File: config.mk
export PLATFORM = sky130hd
export DESIGN_NAME = sub16_seq_flat
export DESIGN_NICKNAME = d
export VERILOG_FILES = /design/src/rtl/gb_alu_pkg.sv /design/src/rtl/sub16_seq_if.sv /design/src/rtl/sub16_seq_subtractor8.sv /design/src/rtl/sub16_seq.sv /design/src/flat_wrapper.sv
export SDC_FILE = /design/constraint.sdc
export NUM_CORES = 1
export LEC_CHECK = 0
export CAP_MARGIN = 10
export CORE_UTILIZATION = 30
export DETAILED_ROUTE_END_ITERATION = 8
export PLACE_DENSITY = 0.57
export RECOVER_POWER = 25
export SLEW_MARGIN = 25
export SYNTH_ARGS = -nofsm -noshare
export SYNTH_HDL_FRONTEND = slang
export SYNTH_SLANG_ARGS = --single-unit
File: constraint.sdc
create_clock -name i_Clk -period 7.4 [get_ports i_Clk]
set_clock_uncertainty 0.1 [all_clocks]
set_input_delay 1.48 -clock i_Clk [delete_from_list [all_inputs] [get_ports i_Clk]]
set_output_delay 1.48 -clock i_Clk [all_outputs]
set_load 0.05 [all_outputs]
File: src/rtl/gb_alu_pkg.sv
// Shared ALU package: flag bit positions, sub16_seq FSM states and request payload.
package gb_alu_pkg;

    localparam int unsigned DATA_W = 16;
    localparam int unsigned BYTE_W = 8;
    localparam int unsigned FLAG_W = 4;

    localparam int unsigned FLAG_Z = 3;
    localparam int unsigned FLAG_N = 2;
    localparam int unsigned FLAG_H = 1;
    localparam int unsigned FLAG_C = 0;

    typedef enum logic [1:0] {
        IDLE = 2'd0,
        LOW  = 2'd1,
        HIGH = 2'd2
    } sub16_state_e;

    typedef struct packed {
        logic [DATA_W-1:0] a;
        logic [DATA_W-1:0] b;
        logic [FLAG_W-1:0] f;
    } sub16_req_t;

endpackage

File: src/rtl/sub16_seq_if.sv
// Start/done handshake and operand/result bus between the CPU control FSM and sub16_seq.
interface sub16_seq_if;
    import gb_alu_pkg::*;

    logic              i_Start;
    logic [DATA_W-1:0] i_A;
    logic [DATA_W-1:0] i_B;
    logic [FLAG_W-1:0] i_F;
    logic              o_Busy;
    logic              o_Done;
    logic [DATA_W-1:0] o_Result;
    logic [FLAG_W-1:0] o_F;

    modport master (
        output i_Start, i_A, i_B, i_F,
        input  o_Busy, o_Done, o_Result, o_F
    );

    modport slave (
        input  i_Start, i_A, i_B, i_F,
        output o_Busy, o_Done, o_Result, o_F
    );

endinterface

File: src/rtl/sub16_seq_subtractor8.sv
// Combinational 8-bit slice: A - B - borrow_in, with borrow out of bit 7 and half-borrow out of bit 3.
module subtractor8
    import gb_alu_pkg::*;
(
    input  logic [BYTE_W-1:0] i_A,
    input  logic [BYTE_W-1:0] i_B,
    input  logic              i_Borrow,
    output logic [BYTE_W-1:0] o_Diff,
    output logic              o_Borrow,
    output logic              o_Half_Borrow
);

    localparam int unsigned FULL_W = BYTE_W + 1;
    localparam int unsigned NIB_W  = 5;

    logic [FULL_W-1:0] w_full;
    logic [NIB_W-1:0]  w_nib;

    // Zero-extended subtraction: the extra top bit is set exactly when a borrow is needed.
    assign w_full = {1'b0, i_A} - {1'b0, i_B} - FULL_W'(i_Borrow);
    assign w_nib  = {1'b0, i_A[3:0]} - {1'b0, i_B[3:0]} - NIB_W'(i_Borrow);

    assign o_Diff        = w_full[BYTE_W-1:0];
    assign o_Borrow      = w_full[BYTE_W];
    assign o_Half_Borrow = w_nib[NIB_W-1];

endmodule

File: src/rtl/sub16_seq.sv
// Byte-serial 16-bit subtractor (low byte then high byte) with SM83-style {Z,N,H,C} flags.
// Define SUB16_ZFLAG_EN to compute Z from the result; otherwise Z passes through from i_F.
module sub16_seq
    import gb_alu_pkg::*;
(
    input  logic        i_Clk,
    input  logic        i_Reset,
    sub16_seq_if.slave  bus
);

    sub16_state_e      r_state, w_state_nxt;
    sub16_req_t        r_req, w_req_nxt;
    logic [BYTE_W-1:0] r_lo, w_lo_nxt;
    logic              r_borrow, w_borrow_nxt;
    logic [DATA_W-1:0] r_result, w_result_nxt;
    logic [FLAG_W-1:0] r_flags, w_flags_nxt;
    logic              r_busy, w_busy_nxt;
    logic              r_done, w_done_nxt;

    logic [BYTE_W-1:0] w_slice_a;
    logic [BYTE_W-1:0] w_slice_b;
    logic              w_slice_bin;
    logic [BYTE_W-1:0] w_diff;
    logic              w_bout;
    logic              w_half;
    logic [DATA_W-1:0] w_full_result;
    logic [FLAG_W-1:0] w_new_flags;
    logic              w_unused_f;

    // Single slice shared by both bytes; the high byte consumes the stored low-byte borrow.
    assign w_slice_a   = (r_state == HIGH) ? r_req.a[DATA_W-1:BYTE_W] : r_req.a[BYTE_W-1:0];
    assign w_slice_b   = (r_state == HIGH) ? r_req.b[DATA_W-1:BYTE_W] : r_req.b[BYTE_W-1:0];
    assign w_slice_bin = (r_state == HIGH) && r_borrow;

    subtractor8 u_slice (
        .i_A           (w_slice_a),
        .i_B           (w_slice_b),
        .i_Borrow      (w_slice_bin),
        .o_Diff        (w_diff),
        .o_Borrow      (w_bout),
        .o_Half_Borrow (w_half)
    );

    assign w_full_result = {w_diff, r_lo};

    // H and C come from the high-byte pass only (bits 11 and 15 of the full word).
    always_comb begin
        w_new_flags         = '0;
        w_new_flags[FLAG_N] = 1'b1;
        w_new_flags[FLAG_H] = w_half;
        w_new_flags[FLAG_C] = w_bout;
`ifdef SUB16_ZFLAG_EN
        w_new_flags[FLAG_Z] = (w_full_result == '0);
`else
        w_new_flags[FLAG_Z] = r_req.f[FLAG_Z];
`endif
    end

`ifdef SUB16_ZFLAG_EN
    assign w_unused_f = ^r_req.f;
`else
    assign w_unused_f = ^{r_req.f[FLAG_N], r_req.f[FLAG_H], r_req.f[FLAG_C]};
`endif

    always_comb begin
        w_state_nxt  = r_state;
        w_req_nxt    = r_req;
        w_lo_nxt     = r_lo;
        w_borrow_nxt = r_borrow;
        w_result_nxt = r_result;
        w_flags_nxt  = r_flags;
        w_busy_nxt   = 1'b0;
        w_done_nxt   = 1'b0;
        case (r_state)
            IDLE: begin
                if (bus.i_Start) begin
                    w_state_nxt = LOW;
                    w_req_nxt   = '{a: bus.i_A, b: bus.i_B, f: bus.i_F};
                    w_busy_nxt  = 1'b1;
                end
            end
            LOW: begin
                w_state_nxt  = HIGH;
                w_lo_nxt     = w_diff;
                w_borrow_nxt = w_bout;
                w_busy_nxt   = 1'b1;
            end
            HIGH: begin
                w_state_nxt  = IDLE;
                w_result_nxt = w_full_result;
                w_flags_nxt  = w_new_flags;
                w_done_nxt   = 1'b1;
            end
            default: begin
                w_state_nxt = IDLE;
            end
        endcase
    end

    always_ff @(posedge i_Clk) begin
        if (i_Reset) begin
            r_state  <= IDLE;
            r_req    <= '0;
            r_lo     <= '0;
            r_borrow <= 1'b0;
            r_result <= '0;
            r_flags  <= '0;
            r_busy   <= 1'b0;
            r_done   <= 1'b0;
        end else begin
            r_state  <= w_state_nxt;
            r_req    <= w_req_nxt;
            r_lo     <= w_lo_nxt;
            r_borrow <= w_borrow_nxt;
            r_result <= w_result_nxt;
            r_flags  <= w_flags_nxt;
            r_busy   <= w_busy_nxt;
            r_done   <= w_done_nxt;
        end
    end

    assign bus.o_Busy   = r_busy;
    assign bus.o_Done   = r_done;
    assign bus.o_Result = r_result;
    assign bus.o_F      = r_flags;

endmodule

File: src/flat_wrapper.sv
// flat-port wrapper written by rule: the top's interface ports become plain ports
module sub16_seq_flat import gb_alu_pkg::*;
  (i_Clk, i_Reset, bus_i_Start, bus_i_A, bus_i_B, bus_i_F, bus_o_Busy, bus_o_Done, bus_o_Result, bus_o_F);
  sub16_seq_if bus_i ();
  input  logic i_Clk;
  input  logic i_Reset;
  input wire logic [$bits(bus_i.i_Start)-1:0] bus_i_Start;
  input wire logic [$bits(bus_i.i_A)-1:0] bus_i_A;
  input wire logic [$bits(bus_i.i_B)-1:0] bus_i_B;
  input wire logic [$bits(bus_i.i_F)-1:0] bus_i_F;
  output wire logic [$bits(bus_i.o_Busy)-1:0] bus_o_Busy;
  output wire logic [$bits(bus_i.o_Done)-1:0] bus_o_Done;
  output wire logic [$bits(bus_i.o_Result)-1:0] bus_o_Result;
  output wire logic [$bits(bus_i.o_F)-1:0] bus_o_F;
  assign bus_i.i_Start = bus_i_Start;
  assign bus_i.i_A = bus_i_A;
  assign bus_i.i_B = bus_i_B;
  assign bus_i.i_F = bus_i_F;
  assign bus_o_Busy = bus_i.o_Busy;
  assign bus_o_Done = bus_i.o_Done;
  assign bus_o_Result = bus_i.o_Result;
  assign bus_o_F = bus_i.o_F;
  sub16_seq u_core (.i_Clk(i_Clk), .i_Reset(i_Reset), .bus(bus_i));
endmodule
# Word-level counts from Yosys, hierarchy flattened
# Index checks and enable logic that the tools add are counted.
# W data, S select, Z words.
[totals]
reg_bits = 69
in_bits = 39
out_inout_bits = 22
word_cells = 27
[classes]
addsub = 4
n_eq_ne = 3
n_mux = 7
n_reduce_logical = 3
[ops]
columns = ["cell", "count"]
rows = [
  ["$mux W8", 2],
  ["$sub A8 B8 Y9", 1],
  ["$sub A9 B1 Y9", 1],
  ["$sub A4 B4 Y5", 1],
  ["$sub A5 B1 Y5", 1],
  ["$pmux W2 S2", 1],
  ["$eq A2 B1 Y1 const B", 1],
  ["$eq A2 B2 Y1 const B", 1],
  ["$logic_not A2 Y1", 1],
  ["$mux W1", 2],
  ["$mux W2", 1],
  ["$ne A2 B2 Y1 const B", 1],
  ["$pmux W1 S2", 1],
  ["$reduce_and A2 Y1", 1],
  ["$logic_and A1 B1 Y1", 1],
]

# Logic depth before layout (Yosys ltp)
# Gate-level depths: netlist (run 1).
[depth]
word_depth = 4
mapped_depth = 12
depth_no_buf = 10

# Cells and area by module
# From an unflattened synthesis (run 1), not the netlist that was laid out.
[hier_totals]
cells_unflattened = 410
area_unflattened_um2 = 3130.5
[modules_own_cells]
columns = ["module", "instances", "cells_per_inst", "area_per_inst_um2", "seq_area_each_um2"]
rows = [
  ["sub16_seq", 1, 335, 2553.7, 1321.3],
  ["subtractor8", 1, 75, 576.8, 0.0],
]

# Least setup slack after synthesis (run 1)
# OpenSTA, ideal clock, no wires.
[synth_timing]
path_kind = "reg2reg"
startpoint = "reg u_core.r_state[1]"
endpoint = "reg u_core.r_flags[0], in the netlist u_core.bus.o_F[0]"
setup_time_ps = 91
t_arrival_ps = 2418
t_required_ps = 7209
setup_slack_ps = 4791
stages_incl_launch_ff = 13
path_buffers = 2
synth_period_minus_slack_ps = 2609
cell_sequence = "dfxtp_1 -> nor2b_2 -> buf_4 -> buf_2 -> nand2_1 -> nand2_1 -> fa_1 -> inv_1 -> fa_1 -> and3b_1 -> o211ai_1 -> nand3_1 -> a311oi_1"
[synth_between]
elab_chain_len = 4
elab_cells_between_ends = 6
classes_between = "add/sub (2); eq/ne (1); mux (2); reduce/logical (1)"
[synth_lines]
columns = ["element", "line", "rtl"]
rows = [
  ["start, declared", "sub16_seq.sv:11", "sub16_state_e r_state, w_state_nxt;"],
  ["start signal, assigned", "sub16_seq.sv:111", "r_state <= w_state_nxt;"],
  ["$eq A2 B2 Y1 *", "-", ""],
  ["$mux W8, on equally long branches", "sub16_seq.sv:31, sub16_seq.sv:32", ""],
  ["$sub A8 B8 Y9", "sub16_seq_subtractor8.sv:20", "assign w_full = {1'b0, i_A} - {1'b0, i_B} - FULL_W'(i_Borrow);"],
  ["$sub A9 B1 Y9", "sub16_seq_subtractor8.sv:20", ""],
  ["end signal, assigned", "sub16_seq.sv:116", "r_flags <= w_flags_nxt;"],
  ["end, declared", "sub16_seq.sv:16", "logic [FLAG_W-1:0] r_flags, w_flags_nxt;"],
]
# Every way passes the cells marked *; elsewhere a longest branch is shown, timed or not.
# A chain may end at the register's enable or synchronous reset.

==> run metrics, run 1 <==
status finished with violations; violated checks capacitance limit, slew limit; Final Critical Period 4173 ps; Synth area leader dfxtp_1; CP peak stage delay 2120 ps; worst-path cell chain buf_2 > clkbuf_1 > nor3_1 > a21oi_1 > nand3_1; Startpoint Class input pin; GPL Wtd Cong 0.8504; post-synthesis instance total 384; via count 2614; Detailed Route Iter0 Violations 113; share of the synthesized area in the top cell type 0.4398; Setup Buffers After CTS 0; area grow syn2layout 28.82%; PostCTS Resize Cnt 0; RSZ-0062 raised after global routing false; final core occ 0.3978; main area contributors after synthesis dfxtp_1 44%, nand2_1 16%, a21oi_1 8.8%, ha_1 5.0%, mux2i_1 2.7%; slowest cell on the critical path clkbuf_1; Crit. End Element flip-flop; Final Hold Viols 0; area of the multi-input gates 1516 sq um; Rows 36; Power Density 232.7 nW/um^2; Max Slew Vio Count 74; Max Cap Viol 1; Avg Cell Area, Syn 7.823 sq um; Top FF cell, synth dfxtp_1; Final Net Count 484; most frequent cell after synthesis nand2_1; IR drop worst, VDD 0.1226 mV; initial antenna violation count 0; first-pass GRT wire length 11230 microns; hold_buf cts 0; htree depth 3; Critical Path Fanout Max 73; fraction of layout cells with a size suffix above 1 0.05275; worst path bufs/invs 2; drt drc 0; library cells used by synthesis 38; Setup TNS 0 ps; FMAX 239.7 MHz; Commonest cells post-synth 125 x nand2_1, 66 x dfxtp_1, 53 x a21oi_1; Top Ports 61; post-synthesis register bit count 66; n_diodes 0; crit-path leading delay family buffers and inverters; detailed placement HPWL 4733 microns; TritonCTS clock tree done; Clock Root Buffer clkbuf_8; FF/Latch Area 1321 sq um; CP Data Required Time 7520 ps; CTS clk-pin slew, worst paths 70 ps; core area 9729 sq um; worst slew pin tran 3028 ps; number of I/O port buffers 57; Worst EP arrival 4290 ps; Fillers 1042; vias in the first global route 2422; Initial Utilization 0.3088; Yosys warnings 0; post-DR vias/cell 4.594; Die W 102.1 microns; CTS Buffer Depth 2; GRT Util Overall 0.1397; Leak Pwr 1.464 nW; worst setup path class input pin to flip-flop; Setup violations, final 0; CTS Sinks 66; CTS buffer count 9; cell area after synthesis 3004 sq um; total grt overflow 0; fin crit share 0.5639; largest net degree at the start of global routing 74; drt pass-1 iters 5; register area share after synthesis 0.4398; Total Wirelength 6767 microns; full die area 10420 sq um; async set-reset flop share out of synthesis 0; syn_nets 437; Hold WC Path Type flip-flop to flip-flop; DR WL/cell 11.89 microns; EDFF count, synth 0; Post-DRT Antenna Nets 0; Worst slew margin -1.018; Die Y 102.1 microns; clk_lat worst skew 340 ps
==> where the power goes <==
group | total [mW] | switching [mW] | leakage [nW] | internal [mW]
Sequential | 0.386 | 0.0106 | 0.539 | 0.375
Clock | 0.343 | 0.135 | 0.117 | 0.208
Combinational | 0.172 | 0.101 | 0.809 | 0.0707
Total | 0.901 | 0.246 | 1.46 | 0.654
==> stage by stage <==
stage               setup WS [ps]  power (mW)  std cells  hold WS, ps  instance area [sq um]
detailed placement           3937      0.5660        553        346.0                   3641
finish                       3227      0.9007        569        351.7                   3870
global placement             4027      0.5637        553        343.5                   3641
floorplan                    4791      0.5135        384        327.1                   3004
global route                 2900      0.9484        569        372.9                   3870
CTS                          4032      0.9116        569        356.5                   3870
==> registers in the layout, indices dropped and copies added (netlist names) <==
name                 cells
u_core.r_lo              8
u_core.r_req            33
u_core.bus.o_Done        1
u_core.r_state           2
u_core.bus.o_Result     16
u_core.bus.o_Busy        1
u_core.r_borrow          1
u_core.bus.o_F           4
==> layout by cell type (no fill, tap or decap), types with 3 or more instances in the layout <==
cell and n:
dfxtp_1 66, o211ai_1 6, a21oi_1 53, nand2_1 124, inv_1 14, nor3_1 4
nand2b_1 4, ha_1 12, xnor2_1 4, clkbuf_8 11, mux2i_1 8, nor2_1 19
clkdlybuf4s50_1 56, nand3b_1 6, a211oi_1 3, o21ai_0 4, nand3_1 7
==> logic make-up after synthesis <==
family,count (synthesis),synth area share
AND/OR/NAND/NOR,175,0.2457
AO/OA/AOI/OAI,79,0.1562
XOR/XNOR,4,0.01166
flip-flops,66,0.4398
buffers and inverters,38,0.05664
adder cells (fa/ha/maj),14,0.06331
multiplexers,8,0.02666
==> tightest hold or removal path, stage by stage (launching register included) <==
cell	delay (ps)
dfxtp_1	310
nand2_1	50
a21oi_1	50
==> layer usage <==
layer | track usage | wire, microns
met5 | 0 | 0
met4 | 0.05714 | 113
met3 | 0.03352 | 327
met2 | 0.2308 | 3140
met1 | 0.1747 | 3185
==> final timing paths <==
check                              start                 endpoint  slack [ps]  cells after the start
setup / recovery                 i_Reset  u_core.bus.o_Result[15]        3230                      5
hold / removal    u_core.bus.o_Result[5]   u_core.bus.o_Result[5]         350                      2
setup reg to reg       u_core.r_state[1]           u_core.r_lo[7]        4060                     10
hold reg to reg   u_core.bus.o_Result[5]   u_core.bus.o_Result[5]         350                      2
==> area by class of cell <==
| class | instances | area share |
|---|---|---|
| Inverter | 14 | 0.01358 |
| Tap cell | 133 | 0.04300 |
| Clock inverter | 4 | 0.01908 |
| Timing Repair Buffer | 60 | 0.1510 |
| Sequential cell | 66 | 0.3414 |
| Clock buffer | 12 | 0.04009 |
| Multi-Input combinational cell | 280 | 0.3919 |
Note: power is estimated with default switching activity, not from simulation.
==> inputs of run 2 (changes only) <==
PLACE_DENSITY = 0.59   (was 0.57)
clock period = 3.4 ns   (was 7.4 ns; I/O delays follow)
==> run 2 against run 1 <==
Net effect:
- the flow finishes with violations (DRC, capacitance limit, slew limit)
- register-to-register slack worse by 3700 ps
- via count is 0.27% lower
- worst setup slack worse by 2800 ps
- combinational power rose by 120%
- critical path type is now flip-flop to flip-flop
- largest power group unchanged
==> run metrics, run 2 (synthesis gave the netlist of run 1 again) <==
fin crit share 0.8874; fraction of layout cells with a size suffix above 1 0.05923 (+0.006473); full die area 10420 sq um (unchanged); total grt overflow 0 (unchanged); first-pass GRT wire length 11450 microns (+2.0%); initial antenna violation count 0 (unchanged); RSZ-0062 raised after global routing false; Setup violations, final 0 (unchanged); Worst Setup SP u_core.r_state[1]; Detailed Route Iter0 Violations 89 (-21%); Top Ports 61 (unchanged); Crit. End Element flip-flop; clk_lat worst skew 350 ps (about the same); Fillers 1022 (-1.9%); Initial Utilization 0.3088 (unchanged); Final Critical Period 3017 ps; Total Wirelength 6846 microns (+1.2%); Clock Root Buffer clkbuf_8; Rows 36 (unchanged); vias in the first global route 2408 (-0.58%); DR WL/cell 11.97 microns (+0.64%); Setup WS pre-CTS 418.2 ps (-3519 ps); hold_ws 353.0 ps (+1.264 ps); Critical Path Fanout Max 25 (-66%); Max Cap Viol 1 (unchanged); area grow syn2layout 30.24%; hold_buf cts 0 (unchanged); reg-to-reg slack, setup 380 ps (-3680 ps); worst slew pin tran 2121 ps (-906.8 ps); CTS Buffer Depth 2 (unchanged); Final Net Count 487 (+0.62%); Hold WC Path Type flip-flop to flip-flop; CP endpoint u_core.bus.o_Result[15]; GPL Wtd Cong 0.8733 (+2.7%); CTS buffer count 9 (unchanged); FF-to-FF path depth 10 (unchanged); Post-DRT Antenna Nets 0 (unchanged); FF-to-FF Start u_core.r_state[1]; GRT Util Overall 0.1457 (+0.006012); Setup TNS 0 ps (unchanged); Max Slew Vio Count 54 (-27%); number of I/O port buffers 57 (unchanged); drt pass-1 iters 6 (+1); htree depth 3 (unchanged); drt drc 1 (+1); post-DR vias/cell 4.558 (-0.79%); Setup Buffers After CTS 0 (unchanged); Die Y 102.1 microns (unchanged); Worst slew margin -0.4138 (+0.6045); CTS clk-pin slew, worst paths 70 ps (about the same); Leak Pwr 1.489 nW (+1.7%); Biggest register u_core.r_req; Worst EP arrival 3130 ps (-1160 ps); IR drop worst, VDD 0.1551 mV (+26%); Power, Total 2.036 mW (+130%); CTS Sinks 66 (unchanged); Die W 102.1 microns (unchanged); TritonCTS clock tree done; most common cell after layout, fill and taps aside nand2_1; largest net degree at the start of global routing 54 (-27%); n_diodes 0 (unchanged); worst setup path class flip-flop to flip-flop; final setup margin 382.9 ps (-2845 ps); most frequent cells in the layout 124 x nand2_1, 66 x dfxtp_1, 56 x clkdlybuf4s50_1, 53 x a21oi_1, 19 x nor2_1; Largest register FFs 33 (unchanged); detailed placement HPWL 4975 microns (+5.1%); Final Hold Viols 0 (unchanged); PostCTS Resize Cnt 0 (unchanged); Power Density 520.3 nW/um^2 (+120%); FMAX 331.4 MHz; status finished with violations; terminus of the critical flop-to-flop path u_core.bus.o_Result[15]; Startpoint Class flip-flop; CP Data Required Time 3520 ps (-4000 ps); violated checks DRC, capacitance limit, slew limit; core area 9729 sq um (unchanged); Hold Startpoint u_core.bus.o_Result[8]; via count 2607 (-0.27%)
run 2: cell count changes in the layout (fill, tap and decap cells not counted), sizes merged:
cell,change
buf,+2
bufinv,+1
clkbuf,-1
inv,+1
run 2: through the flow:
stage          cells  cell area (sq um)  utilization
6_report         572               3913       0.4021
5_1_grt          572               3913       0.4021
4_1_cts          572               3914       0.4023
3_5_place_dp     556               3664       0.3765
3_3_place_gp     556               3664       0.3765
2_1_floorplan    384               3004            -
run 2: layout make-up:
type,instances,area (sq um),share of cell area
multi-input combinational,280,1515,0.3873
sequential,66,1321,0.3377
timing repair buffer,63,606.8,0.1551
tap,133,166.4,0.04253
clock buffer,10,137.6,0.03518
clock inverter,6,112.6,0.02878
inverter,14,52.55,0.01343
run 2: worst min-delay path by stage:
stage | cells after the start | end | slack, ps
global placement | 2 | u_core.r_lo[2] | 340
finish | 2 | u_core.bus.o_Result[8] | 350
floorplan | 2 | u_core.bus.o_Result[7] | 330
global route | 2 | u_core.r_req[24] | 370
CTS | 2 | u_core.r_lo[4] | 360
detailed placement | 2 | u_core.r_lo[4] | 350
run 2: where the power goes:
group | switching (mW) | internal [mW]
Combinational | 0.225 | 0.155
Clock | 0.307 | 0.509
Sequential | 0.0231 | 0.816
run 2: worst max-delay path, stage by stage, from the launching register on:
cell and delay [ps]:
dfxtp_1 470, nor2b_2 210, buf_4 320, mux2i_1 290
ha_1 220, inv_1 60, ha_1 350, a21oi_1 400
o21ai_0 210, a21oi_1 160, nand3_1 100
run 2: layer usage:
layer	GRT usage	up-vias	share of wire
li1	-	1377	-
met1	0.1876	1167	0.49
met2	0.2272	56	0.46
met3	0.05677	7	0.037
met4	0.03956	0	0.012
met5	0	-	0
